[src/rtl/example_mul_share_arb.sv]
// Round-robin shared signed multiplier: NUM_REQ requesters, MUL_STAGES-deep product pipe, FWFT result FIFO.
// Define EXAMPLE_MUL_SAT_EN to saturate the product to the signed P_W range instead of wrapping.
module example_mul_share_arb #(
  parameter int NUM_REQ    = 4,
  parameter int A_W        = 12,
  parameter int B_W        = 14,
  parameter int P_W        = 21,
  parameter int MUL_STAGES = 2,
  parameter int FIFO_DEPTH = 4
) (
  input  logic                       ap_clk,
  input  logic                       ap_rst_n,
  input  logic [NUM_REQ-1:0]         req_valid,
  output logic [NUM_REQ-1:0]         req_ready,
  input  logic [NUM_REQ*A_W-1:0]     req_a,
  input  logic [NUM_REQ*B_W-1:0]     req_b,
  output logic                       rsp_valid,
  input  logic                       rsp_ready,
  output logic [P_W-1:0]             rsp_p,
  output logic [$clog2(NUM_REQ)-1:0] rsp_id,
  output logic                       busy
);

  localparam int ID_W   = $clog2(NUM_REQ);
  localparam int FULL_W = A_W + B_W;
  localparam int CNT_W  = $clog2(FIFO_DEPTH + 1);
  localparam int PTR_W  = $clog2(FIFO_DEPTH);
  localparam logic [CNT_W-1:0] DEPTH_C = CNT_W'(FIFO_DEPTH);
  localparam logic [ID_W-1:0]  LAST_ID = ID_W'(NUM_REQ - 1);

  logic [ID_W-1:0]  rr_ptr;
  logic [ID_W-1:0]  grant_idx;
  logic             grant_found;
  logic             issue_ok;
  logic             issue;
  logic             pop;
  logic [CNT_W-1:0] credit_cnt;
  int               cand;

  logic [A_W-1:0]   sel_a;
  logic [B_W-1:0]   sel_b;
  logic [A_W-1:0]   s1_a;
  logic [B_W-1:0]   s1_b;
  logic [ID_W-1:0]  s1_id;
  logic             s1_v;

  logic signed [FULL_W-1:0] ext_a;
  logic signed [FULL_W-1:0] ext_b;
  logic [P_W-1:0]           prod_res;

  logic [P_W-1:0]   fin_p;
  logic [ID_W-1:0]  fin_id;
  logic             fin_v;

  logic [P_W-1:0]   mem_p  [FIFO_DEPTH];
  logic [ID_W-1:0]  mem_id [FIFO_DEPTH];
  logic [PTR_W:0]   wr_ptr;
  logic [PTR_W:0]   rd_ptr;
  logic             fifo_full;

  // Credits cover in-flight plus queued results, so an issue can never overflow the FIFO.
  assign issue_ok = credit_cnt < DEPTH_C;

  always_comb begin
    grant_found = 1'b0;
    grant_idx   = '0;
    cand        = 0;
    for (int i = 0; i < NUM_REQ; i++) begin
      cand = (int'(rr_ptr) + i) % NUM_REQ;
      if (!grant_found && req_valid[ID_W'(cand)]) begin
        grant_found = 1'b1;
        grant_idx   = ID_W'(cand);
      end
    end
  end

  // Gated by reset so the grant drops the instant reset asserts.
  always_comb begin
    req_ready = '0;
    if (ap_rst_n && issue_ok && grant_found)
      req_ready[grant_idx] = 1'b1;
  end

  assign issue = |(req_valid & req_ready);
  assign sel_a = req_a[int'(grant_idx)*A_W +: A_W];
  assign sel_b = req_b[int'(grant_idx)*B_W +: B_W];

  always_ff @(posedge ap_clk or negedge ap_rst_n) begin
    if (!ap_rst_n) begin
      rr_ptr     <= '0;
      credit_cnt <= '0;
      s1_a       <= '0;
      s1_b       <= '0;
      s1_id      <= '0;
      s1_v       <= 1'b0;
    end else begin
      s1_v  <= issue;
      s1_a  <= sel_a;
      s1_b  <= sel_b;
      s1_id <= grant_idx;
      if (issue)
        rr_ptr <= (grant_idx == LAST_ID) ? '0 : grant_idx + ID_W'(1);
      unique case ({issue, pop})
        2'b10:   credit_cnt <= credit_cnt + CNT_W'(1);
        2'b01:   credit_cnt <= credit_cnt - CNT_W'(1);
        default: credit_cnt <= credit_cnt;
      endcase
    end
  end

  assign ext_a = {{B_W{s1_a[A_W-1]}}, s1_a};
  assign ext_b = {{A_W{s1_b[B_W-1]}}, s1_b};

`ifdef EXAMPLE_MUL_SAT_EN
  localparam logic signed [FULL_W-1:0] SAT_MAX = {{(FULL_W-P_W+1){1'b0}}, {(P_W-1){1'b1}}};
  localparam logic signed [FULL_W-1:0] SAT_MIN = {{(FULL_W-P_W+1){1'b1}}, {(P_W-1){1'b0}}};
  logic signed [FULL_W-1:0] prod_full;

  assign prod_full = ext_a * ext_b;

  always_comb begin
    if (prod_full > SAT_MAX)
      prod_res = SAT_MAX[P_W-1:0];
    else if (prod_full < SAT_MIN)
      prod_res = SAT_MIN[P_W-1:0];
    else
      prod_res = prod_full[P_W-1:0];
  end
`else
  assign prod_res = P_W'(ext_a * ext_b);
`endif

  // Stage 1 holds operands; the remaining MUL_STAGES-1 registers carry the product.
  if (MUL_STAGES == 1) begin : g_direct
    assign fin_p  = prod_res;
    assign fin_id = s1_id;
    assign fin_v  = s1_v;
  end else begin : g_pipe
    logic [P_W-1:0]  pp  [MUL_STAGES-1];
    logic [ID_W-1:0] pid [MUL_STAGES-1];
    logic            pv  [MUL_STAGES-1];

    always_ff @(posedge ap_clk or negedge ap_rst_n) begin
      if (!ap_rst_n) begin
        for (int i = 0; i < MUL_STAGES-1; i++) begin
          pp[i]  <= '0;
          pid[i] <= '0;
          pv[i]  <= 1'b0;
        end
      end else begin
        pp[0]  <= prod_res;
        pid[0] <= s1_id;
        pv[0]  <= s1_v;
        for (int i = 1; i < MUL_STAGES-1; i++) begin
          pp[i]  <= pp[i-1];
          pid[i] <= pid[i-1];
          pv[i]  <= pv[i-1];
        end
      end
    end

    assign fin_p  = pp[MUL_STAGES-2];
    assign fin_id = pid[MUL_STAGES-2];
    assign fin_v  = pv[MUL_STAGES-2];
  end

  always_ff @(posedge ap_clk) begin
    if (fin_v) begin
      mem_p[wr_ptr[PTR_W-1:0]]  <= fin_p;
      mem_id[wr_ptr[PTR_W-1:0]] <= fin_id;
    end
  end

  always_ff @(posedge ap_clk or negedge ap_rst_n) begin
    if (!ap_rst_n) begin
      wr_ptr <= '0;
      rd_ptr <= '0;
    end else begin
      if (fin_v)
        wr_ptr <= wr_ptr + (PTR_W+1)'(1);
      if (pop)
        rd_ptr <= rd_ptr + (PTR_W+1)'(1);
    end
  end

  assign fifo_full = (wr_ptr[PTR_W] != rd_ptr[PTR_W]) &&
                     (wr_ptr[PTR_W-1:0] == rd_ptr[PTR_W-1:0]);
  assign rsp_valid = (wr_ptr != rd_ptr);
  assign pop       = rsp_valid && rsp_ready;
  assign rsp_p     = rsp_valid ? mem_p[rd_ptr[PTR_W-1:0]]  : '0;
  assign rsp_id    = rsp_valid ? mem_id[rd_ptr[PTR_W-1:0]] : '0;
  assign busy      = (credit_cnt != '0);

  a_grant_onehot: assert property (@(posedge ap_clk) disable iff (!ap_rst_n)
    $onehot0(req_ready));
  a_credit_bound: assert property (@(posedge ap_clk) disable iff (!ap_rst_n)
    credit_cnt <= DEPTH_C);
  a_no_overflow:  assert property (@(posedge ap_clk) disable iff (!ap_rst_n)
    !(fin_v && fifo_full && !pop));

endmodule

[config.mk]
export PLATFORM = sky130hd
export DESIGN_NAME = example_mul_share_arb
export DESIGN_NICKNAME = d
export VERILOG_FILES = /design/src/rtl/example_mul_share_arb.sv
export SDC_FILE = /design/constraint.sdc
export NUM_CORES = 1
export LEC_CHECK = 0
export CAP_MARGIN = 10
export CORE_ASPECT_RATIO = 0.5
export CORE_UTILIZATION = 60
export CTS_CLUSTER_SIZE = 20
export DETAILED_ROUTE_END_ITERATION = 10
export GPL_TIMING_DRIVEN = 0
export MAX_ROUTING_LAYER = met4
export PLACE_DENSITY = 0.82
export SYNTH_ARGS = -nofsm -noshare
export SYNTH_HDL_FRONTEND = slang
export SYNTH_SLANG_ARGS = --single-unit
[constraint.sdc]
create_clock -name ap_clk -period 9.82 [get_ports ap_clk]
set_input_delay 1.964 -clock ap_clk [delete_from_list [all_inputs] [get_ports ap_clk]]
set_output_delay 1.964 -clock ap_clk [all_outputs]
set_load 0.01 [all_outputs]
==> results of run 1 <==
## final cells by class
class	instances	share of cell area, %
multi-input combinational	676	44.8
sequential	156	31.3
timing repair buffer	141	10.3
inverter	189	5.13
clock buffer	17	3.05
tap	259	2.33
buffer	47	1.64
clock inverter	15	1.39
## per-layer routing
| metal | GRT usage (%) | up-vias | wire [um] |
|---|---|---|---|
| met5 | - | - | 0 |
| met4 | 9.36 | 0 | 673 |
| met3 | 6.55 | 49 | 1970 |
| met2 | 51.4 | 348 | 13500 |
| met1 | 37.5 | 3982 | 11100 |
| li1 | - | 3682 | - |
## synth_stat cells (2+ instances only)
master	count
inv_1	187
nor2b_1	27
mux2i_1	2
nand2b_1	4
o21a_1	4
nor2_1	14
and2_1	59
nand2_1	215
a21o_1	6
buf_8	3
ha_1	59
dfrtp_1	64
a211oi_1	2
and3_1	26
o21ai_0	10
clkbuf_1	36
edfxtp_1	92
buf_2	6
xor2_1	12
a31oi_1	27
nand3_1	3
fa_1	126
a21oi_1	14
nor3_1	2
a22oi_1	2
or3_1	3
xnor2_1	29
mux4_2	23
## cells by family (layout without fill, tap and decap cells)
| family | Yosys count | in the layout | synth area share [%] |
|---|---|---|---|
| buf+inv | 236 | 409 | 8.17 |
| xor+xnor | 41 | 41 | 3.11 |
| flops | 156 | 156 | 37.8 |
| fa+ha+maj | 185 | 185 | 28.2 |
| simple gates | 355 | 355 | 14.2 |
| compound gates | 69 | 69 | 3.74 |
| mux | 26 | 26 | 4.76 |
## flip-flops by register name, summed over array words and instances, names as in the netlist, 2 cells and up
name / cells
fin_id: 2
mem_p: 84
s1_id: 2
wr_ptr: 3
rr_ptr: 2
s1_a: 12
fin_p: 21
s1_b: 14
credit_cnt: 3
rd_ptr: 3
mem_id: 8
## critical path, delay by kind of cell
kind	cells	cell delay, ns
buffers and inverters	4	1.61
AO/OA/AOI/OAI	3	0.66
adder cells (fa/ha/maj)	1	0.31
AND/OR/NAND/NOR	1	0.15
## worst max path at each step
stage                    to  cells after the start    startpoint
2_1_floorplan  req_ready[3]                      8  req_valid[2]
3_3_place_gp   req_ready[0]                      4      ap_rst_n
3_5_place_dp   req_ready[2]                      9  req_valid[0]
4_1_cts        req_ready[2]                      9  req_valid[0]
5_1_grt        req_ready[2]                      9  req_valid[0]
6_report       req_ready[2]                      9  req_valid[0]
## metrics by stage
step	cell area, um2	hold slack (ns)	worst slack, ns	utilization [%]
finish	13900	0.405	3.16	74.8
floorplan	11600	0.331	4.62	-
global route	13900	0.416	3.01	74.8
CTS	13900	0.413	3.19	74.7
detailed placement	13300	0.341	3.20	71.4
global placement	13300	0.335	2.19	71.3
==> run summary, run 1 <==
Initial core utilization: 62.1%
H-tree levels: 4
Rows: 35
Syn. warnings: 0
Vias per Instance: 5.37
Initial antenna violation count: 0
Reg-to-reg slack, setup: 4.26 ns
Area Overhead vs Synth: 20.6%
Port-buffer cells: 139
Slew headroom: 18.6%
Fill cell count: 1201
Post-Route WL: 27300 um
Hold/Removal Path Class: reg2reg
Total number of vias: 8061
WHS Endpoint: fin_id[0]
Fin. Hold Viols: 0
CTS Buffer Depth: 2
R2R Path Start: s1_a[6]
Clock Latency Late Sink: 0.42 ns
Async SR Flop Fraction: 41.0%
Grt ovf: 0
Core area: 18600 um2
Most used cell, CP: clkdlybuf4s50_1
# Max-Cap Violations: 0
Die width: 198 um
Most frequent cells in the layout: 215 x nand2_1, 187 x inv_1, 138 x clkdlybuf4s50_1
First-pass GRT wire length: 43600 um
CTS clk-pin slew, worst paths: 0.07 ns
Setup bufs post-CTS: 0
Hold Path Stages: 0
Final slew viol count: 0
CP startpoint kind: input pin
Non-Filler Instances: 1500
Pin count of the biggest net entering global routing: 40
Synth Instances: 1068
Commonest non-fill, non-tap cell in the layout: nand2_1
Root buf cell: clkbuf_16
Detailed Place HPWL: 20800 um
Worst path slowest cell: clkdlybuf4s50_1
Slew @ Worst Pin: 1.22 ns
Skew final: 0.0138 ns
Outcome: completed
Synth top area share: 23.9%
Layout cells sized above 1: 5.88%
Max FO, Critical Path: 12
Slowest stage delay, CP: 0.59 ns
Initial DRC count: 480
Flops & latches, synth: 156
Die Height: 100 um
Final worst path period share: 67.8%
Fmax: 150 MHz
Register area: 4360 um2
CTS Hold Bufs: 0
Die area: 19800 um2
RSZ-0062 raised after global routing: no
Drt pass-1 iters: 5
Synth Net Count: 1364
TritonCTS clock tree: yes
Syn Area/Cell: 10.8 um2
CTS Sinks: 156
Worst setup EP type: primary output
WP data required: 7.86 ns
Seq/Total Area, Yosys: 37.8%
Worst EP arrival: 4.69 ns
Hold Path Origin: s1_id[0]
RePlAce Congestion: 0.981
CTS Buf Count: 17
Wire length per cell: 18.2 um
Multi-input logic area: 6240 um2
Ys flop type: edfxtp_1
Tot GR Track Use: 30.5%
Vias in the first global route: 8429
Synthesized cell area: 11600 um2
R2r endpoint: fin_p[19]
IO Count: 140
Post-synth top area cell: edfxtp_1
Residual DRC count: 0
Synth top area cells: edfxtp_1 24%, fa_1 22%, dfrtp_1 14%
CP cell instances: clkdlybuf4s50_1 -> a21oi_1 -> o21a_1 -> o22ai_2 -> inv_2 -> clkbuf_1 -> ha_1 -> and2_1 -> clkdlybuf4s50_1
Min Tclk post-route: 6.66 ns
Nets: 1524
ANT cells: 0
Post-synth EDFFs: 92
CTS resizes: 0
Post-route ant nets: 0
Critical path class: in2out
Setup total negative slack: 0 ns
Final setup fails: 0
Distinct cell type count after synthesis: 39
Placed Cells: 1467
Worst Reg-to-Reg Cells: 17
Power of run 1 is left out: the tool's default activity adds up to more than one toggle a clock period on the data nets, which glitch-free logic cannot reach.
==> run 2: changes to the inputs <==
--- a/config.mk
+++ b/config.mk
@@ -7,12 +7,12 @@
 export LEC_CHECK = 0
 export CAP_MARGIN = 10
 export CORE_ASPECT_RATIO = 0.5
-export CORE_UTILIZATION = 60
+export CORE_UTILIZATION = 57
 export CTS_CLUSTER_SIZE = 20
 export DETAILED_ROUTE_END_ITERATION = 10
 export GPL_TIMING_DRIVEN = 0
 export MAX_ROUTING_LAYER = met4
-export PLACE_DENSITY = 0.82
+export PLACE_DENSITY = 0.78
 export SYNTH_ARGS = -nofsm -noshare
 export SYNTH_HDL_FRONTEND = slang
 export SYNTH_SLANG_ARGS = --single-unit
==> constraint.sdc (replaced) <==
create_clock -name ap_clk -period 6.3 [get_ports ap_clk]
set_input_delay 1.26 -clock ap_clk [delete_from_list [all_inputs] [get_ports ap_clk]]
set_output_delay 1.26 -clock ap_clk [all_outputs]
set_load 0.01 [all_outputs]
==> run 2 against run 1 <==
Effect of this change: sequential share of layout area rose by 0.14 points; sequential cell count did not move; register-to-register slack got worse by 3.5 ns; cell count rose by 0.27%.
==> run summary, run 2 (synthesized netlist as in run 1, its figures left out) <==
Tot GR Track Use: 28.4%
Most frequent cells in the layout: 215 x nand2_1, 187 x inv_1, 138 x clkdlybuf4s50_1
CP startpoint kind: flop
Clock Latency Late Sink: 0.42 ns
Total number of vias: 7993
Slew headroom: 18.9%
Buf/Inv on CP: 4
Initial DRC count: 469
Fill cell count: 1441
Core area: 19600 um2
Die width: 203 um
CTS Sinks: 156
IO Count: 140
First-pass GRT wire length: 42900 um
Min Tclk post-route: 5.54 ns
Commonest non-fill, non-tap cell in the layout: nand2_1
Final slew viol count: 0
Final setup fails: 0
Hold/Removal Path Class: reg2reg
Max FO, Critical Path: 10
Final worst path period share: 87.9%
Post-Route WL: 26800 um
CP cell instances: clkbuf_1 -> nand2_1 -> fa_1 -> fa_1 -> fa_1 -> inv_1 -> fa_1 -> inv_1 -> fa_1 -> inv_1 -> ha_1 -> a21o_1 -> nor3_1 -> o21ai_0 -> a211oi_1 -> o21ai_0 -> xnor2_1
CTS clk-pin slew, worst paths: 0.06 ns
Fin. Hold Viols: 0
Grt ovf: 0
Vias in the first global route: 8413
Fmax: 181 MHz
Drt pass-1 iters: 5
Worst path slowest cell: fa_1
H-tree levels: 4
Setup bufs post-CTS: 0
Detailed Place HPWL: 20500 um
RePlAce Congestion: 0.940
Initial core utilization: 58.8%
Layout cells sized above 1: 5.49%
TritonCTS clock tree: yes
Largest register FFs: 84
Pin count of the biggest net entering global routing: 66
CTS Buf Count: 17
WP data required: 6.61 ns
Skew final: 0.0115 ns
CTS Buffer Depth: 2
Die Height: 103 um
Vias per Instance: 5.31
Critical path's top delay family: adder cells
Area Overhead vs Synth: 20.1%
Outcome: completed
Residual DRC count: 0
Nets: 1522
ANT cells: 0
CTS resizes: 0
Die area: 20900 um2
# Max-Cap Violations: 0
Worst setup EP type: flop
Slew @ Worst Pin: 1.22 ns
Port-buffer cells: 139
CTS Hold Bufs: 0
Root buf cell: clkbuf_16
Post-route ant nets: 0
Critical path class: reg2reg
Worst EP arrival: 5.85 ns
RSZ-0062 raised after global routing: no
Wire length per cell: 17.8 um
Most used cell, CP: fa_1
Slowest stage delay, CP: 0.56 ns
Setup total negative slack: 0 ns
Initial antenna violation count: 0
Rows: 36
[run 2: routing by layer]
layer	GRT usage [%]	vias up	part of all wire [%]
met5	-	-	0
met4	9.25	0	2.3
met3	5.40	53	6.5
met2	48.4	310	49
met1	34.7	3954	42
li1	-	3676	-
[run 2: area by class of cell]
cell class	instances	area (um2)	share of cell area, %
Clock buffer	19	433	3.12
Inverter	189	714	5.15
Sequential cell	156	4360	31.5
Timing Repair Buffer	139	1390	10.0
Multi-Input combinational cell	676	6240	45.0
Buffer	47	229	1.65
Clock inverter	12	163	1.17
Tap cell	266	333	2.40
[run 2: path summary, 6_finish.rpt]
path | endpoint | cells after the start | startpoint | slack, ns
setup / recovery | fin_p[18] | 17 | s1_a[4] | 0.76
hold / removal | fin_v | 0 | s1_v | 0.42
setup reg to reg | fin_p[18] | 17 | s1_a[4] | 0.76
hold reg to reg | fin_v | 0 | s1_v | 0.42
max in group asynchronous | fin_p[20] | 1 | ap_rst_n | 4.83
min in group asynchronous | s1_a[4] | 1 | ap_rst_n | 0.92
[run 2: per-stage QoR]
step | setup WS (ns) | cells | hold slack (ns) | cell area, um2 | utilization [%]
after floorplan | 1.46 | 1068 | 0.331 | 11600 | -
after global placement | 0.0432 | 1473 | 0.396 | 13300 | 67.6
after detailed placement | 0.829 | 1473 | 0.400 | 13300 | 67.6
after CTS | 0.781 | 1504 | 0.415 | 13900 | 70.6
after global routing | 0.439 | 1504 | 0.420 | 13900 | 70.6
final | 0.761 | 1504 | 0.419 | 13900 | 70.6
Power of run 2 is left out for the same reason.
==> run 3: changes to the inputs <==
--- a/config.mk
+++ b/config.mk
@@ -11,7 +11,6 @@
 export CTS_CLUSTER_SIZE = 20
 export DETAILED_ROUTE_END_ITERATION = 10
 export GPL_TIMING_DRIVEN = 0
-export MAX_ROUTING_LAYER = met4
 export PLACE_DENSITY = 0.78
 export SYNTH_ARGS = -nofsm -noshare
 export SYNTH_HDL_FRONTEND = slang
==> run 3 against run 2 <==
Effect of this change: design area about the same; clock-buffer cell count down 1; core utilization down 0.064 points; non-clock buffer count up 2; worst hold slack worse by 0.0061 ns; via count up 1.3%.
==> run summary, run 3 (synthesized netlist as in run 1, its figures left out) <==
Max FO, Critical Path: 10
R2r endpoint: fin_p[18]
Die width: 203 um
CTS clk-pin slew, worst paths: 0.06 ns
Buf/Inv on CP: 4
Most frequent cells in the layout: 215 x nand2_1, 187 x inv_1, 138 x clkdlybuf4s50_1
Final slew viol count: 0
First-pass GRT wire length: 42900 um
CTS Buf Count: 17
Hold Path Origin: s1_v
Most used cell, CP: fa_1
Post-route ant nets: 0
CTS Hold Bufs: 0
Total number of vias: 8098
Pin count of the biggest net entering global routing: 35
Detailed Place HPWL: 21100 um
H-tree levels: 4
WHS Endpoint: fin_v
R2R Path Start: s1_a[6]
Slew @ Worst Pin: 1.19 ns
Fmax: 178 MHz
TritonCTS clock tree: yes
CTS Buffer Depth: 2
Drt pass-1 iters: 5
Worst EP arrival: 5.92 ns
Vias in the first global route: 8481
Outcome: completed
Initial antenna violation count: 0
Slowest stage delay, CP: 0.54 ns
Critical path's top delay family: adder cells
Worst Reg-to-Reg Cells: 17
Nets: 1524
Layout cells sized above 1: 5.72%
Setup bufs post-CTS: 0
Initial DRC count: 491
Slew headroom: 20.9%
Min Tclk post-route: 5.61 ns
Largest register FFs: 84
CP cell instances: clkbuf_1 -> nand2_1 -> fa_1 -> fa_1 -> fa_1 -> inv_1 -> fa_1 -> inv_1 -> fa_1 -> inv_1 -> ha_1 -> o21a_1 -> o21ai_0 -> a21oi_1 -> a211oi_1 -> o21ai_0 -> xnor2_1
Reg-to-reg slack, setup: 0.69 ns
Worst path slowest cell: clkbuf_1
Worst setup EP type: flop
Vias per Instance: 5.37
# Max-Cap Violations: 0
Grt ovf: 0
CTS Sinks: 156
Skew final: 0.00996 ns
Area Overhead vs Synth: 20.0%
WP depth: 17
RePlAce Congestion: 0.942
Die area: 20900 um2
Clock Latency Late Sink: 0.43 ns
Setup total negative slack: 0 ns
Die Height: 103 um
Commonest non-fill, non-tap cell in the layout: nand2_1
Post-Route WL: 27300 um
CP startpoint kind: flop
CTS resizes: 0
Initial core utilization: 58.8%
RSZ-0062 raised after global routing: no
Hold/Removal Path Class: reg2reg
Tot GR Track Use: 27.7%
WP data required: 6.61 ns
Port-buffer cells: 139
Final setup fails: 0
Core area: 19600 um2
Hold Path Stages: 0
IO Count: 140
Residual DRC count: 0
ANT cells: 0
Fin. Hold Viols: 0
Wire length per cell: 18.1 um
Rows: 36
Critical path class: reg2reg
Root buf cell: clkbuf_16
Final worst path period share: 89.0%
[run 3: worst register-to-register path, stage by stage, from the launching register on]
cell and delay [ns]:
dfrtp_1 0.53, clkbuf_1 0.54, nand2_1 0.19, fa_1 0.46
fa_1 0.48, fa_1 0.54, inv_1 0.05, fa_1 0.47
inv_1 0.05, fa_1 0.48, inv_1 0.04, ha_1 0.35
o21a_1 0.15, o21ai_0 0.26, a21oi_1 0.14, a211oi_1 0.42
o21ai_0 0.19, xnor2_1 0.15
[run 3: per-layer routing]
metal / share of wire, % / track usage, % / vias to the layer above / wire length, um
met3: 7.9 / 7.24 / 60 / 2150
met2: 49 / 48.3 / 355 / 13300
met1: 41 / 33.9 / 3999 / 11100
li1: - / - / 3684 / -
met5: 0 / 0 / - / 0
met4: 2.4 / 10.2 / 0 / 661
[run 3: through the flow]
step / hold slack, ns / cell area (um2) / cells / worst slack (ns) / util [%]
floorplan: 0.331 / 11600 / 1068 / 1.46 / -
global placement: 0.398 / 13300 / 1473 / 0.0709 / 67.6
detailed placement: 0.396 / 13300 / 1474 / 0.800 / 67.7
CTS: 0.413 / 13800 / 1506 / 0.777 / 70.4
global route: 0.423 / 13900 / 1507 / 0.407 / 70.6
finish: 0.413 / 13900 / 1507 / 0.693 / 70.6
[run 3: cell type report]
type	count	area, um2
multi-input combinational	676	6240
fill	1442	5780
sequential	156	4360
timing repair buffer	141	1430
inverter	189	714
clock buffer	18	429
tap	266	333
buffer	47	229
clock inverter	14	109
[run 3: worst max path at each step]
stage,start,to,slack [ns]
global route,s1_a[3],fin_p[18],0.41
CTS,s1_a[3],fin_p[19],0.78
global placement,ap_rst_n,req_ready[0],0.07
detailed placement,s1_a[3],fin_p[19],0.80
finish,s1_a[6],fin_p[18],0.69
floorplan,s1_a[3],fin_p[19],1.46
Power of run 3 is left out for the same reason.
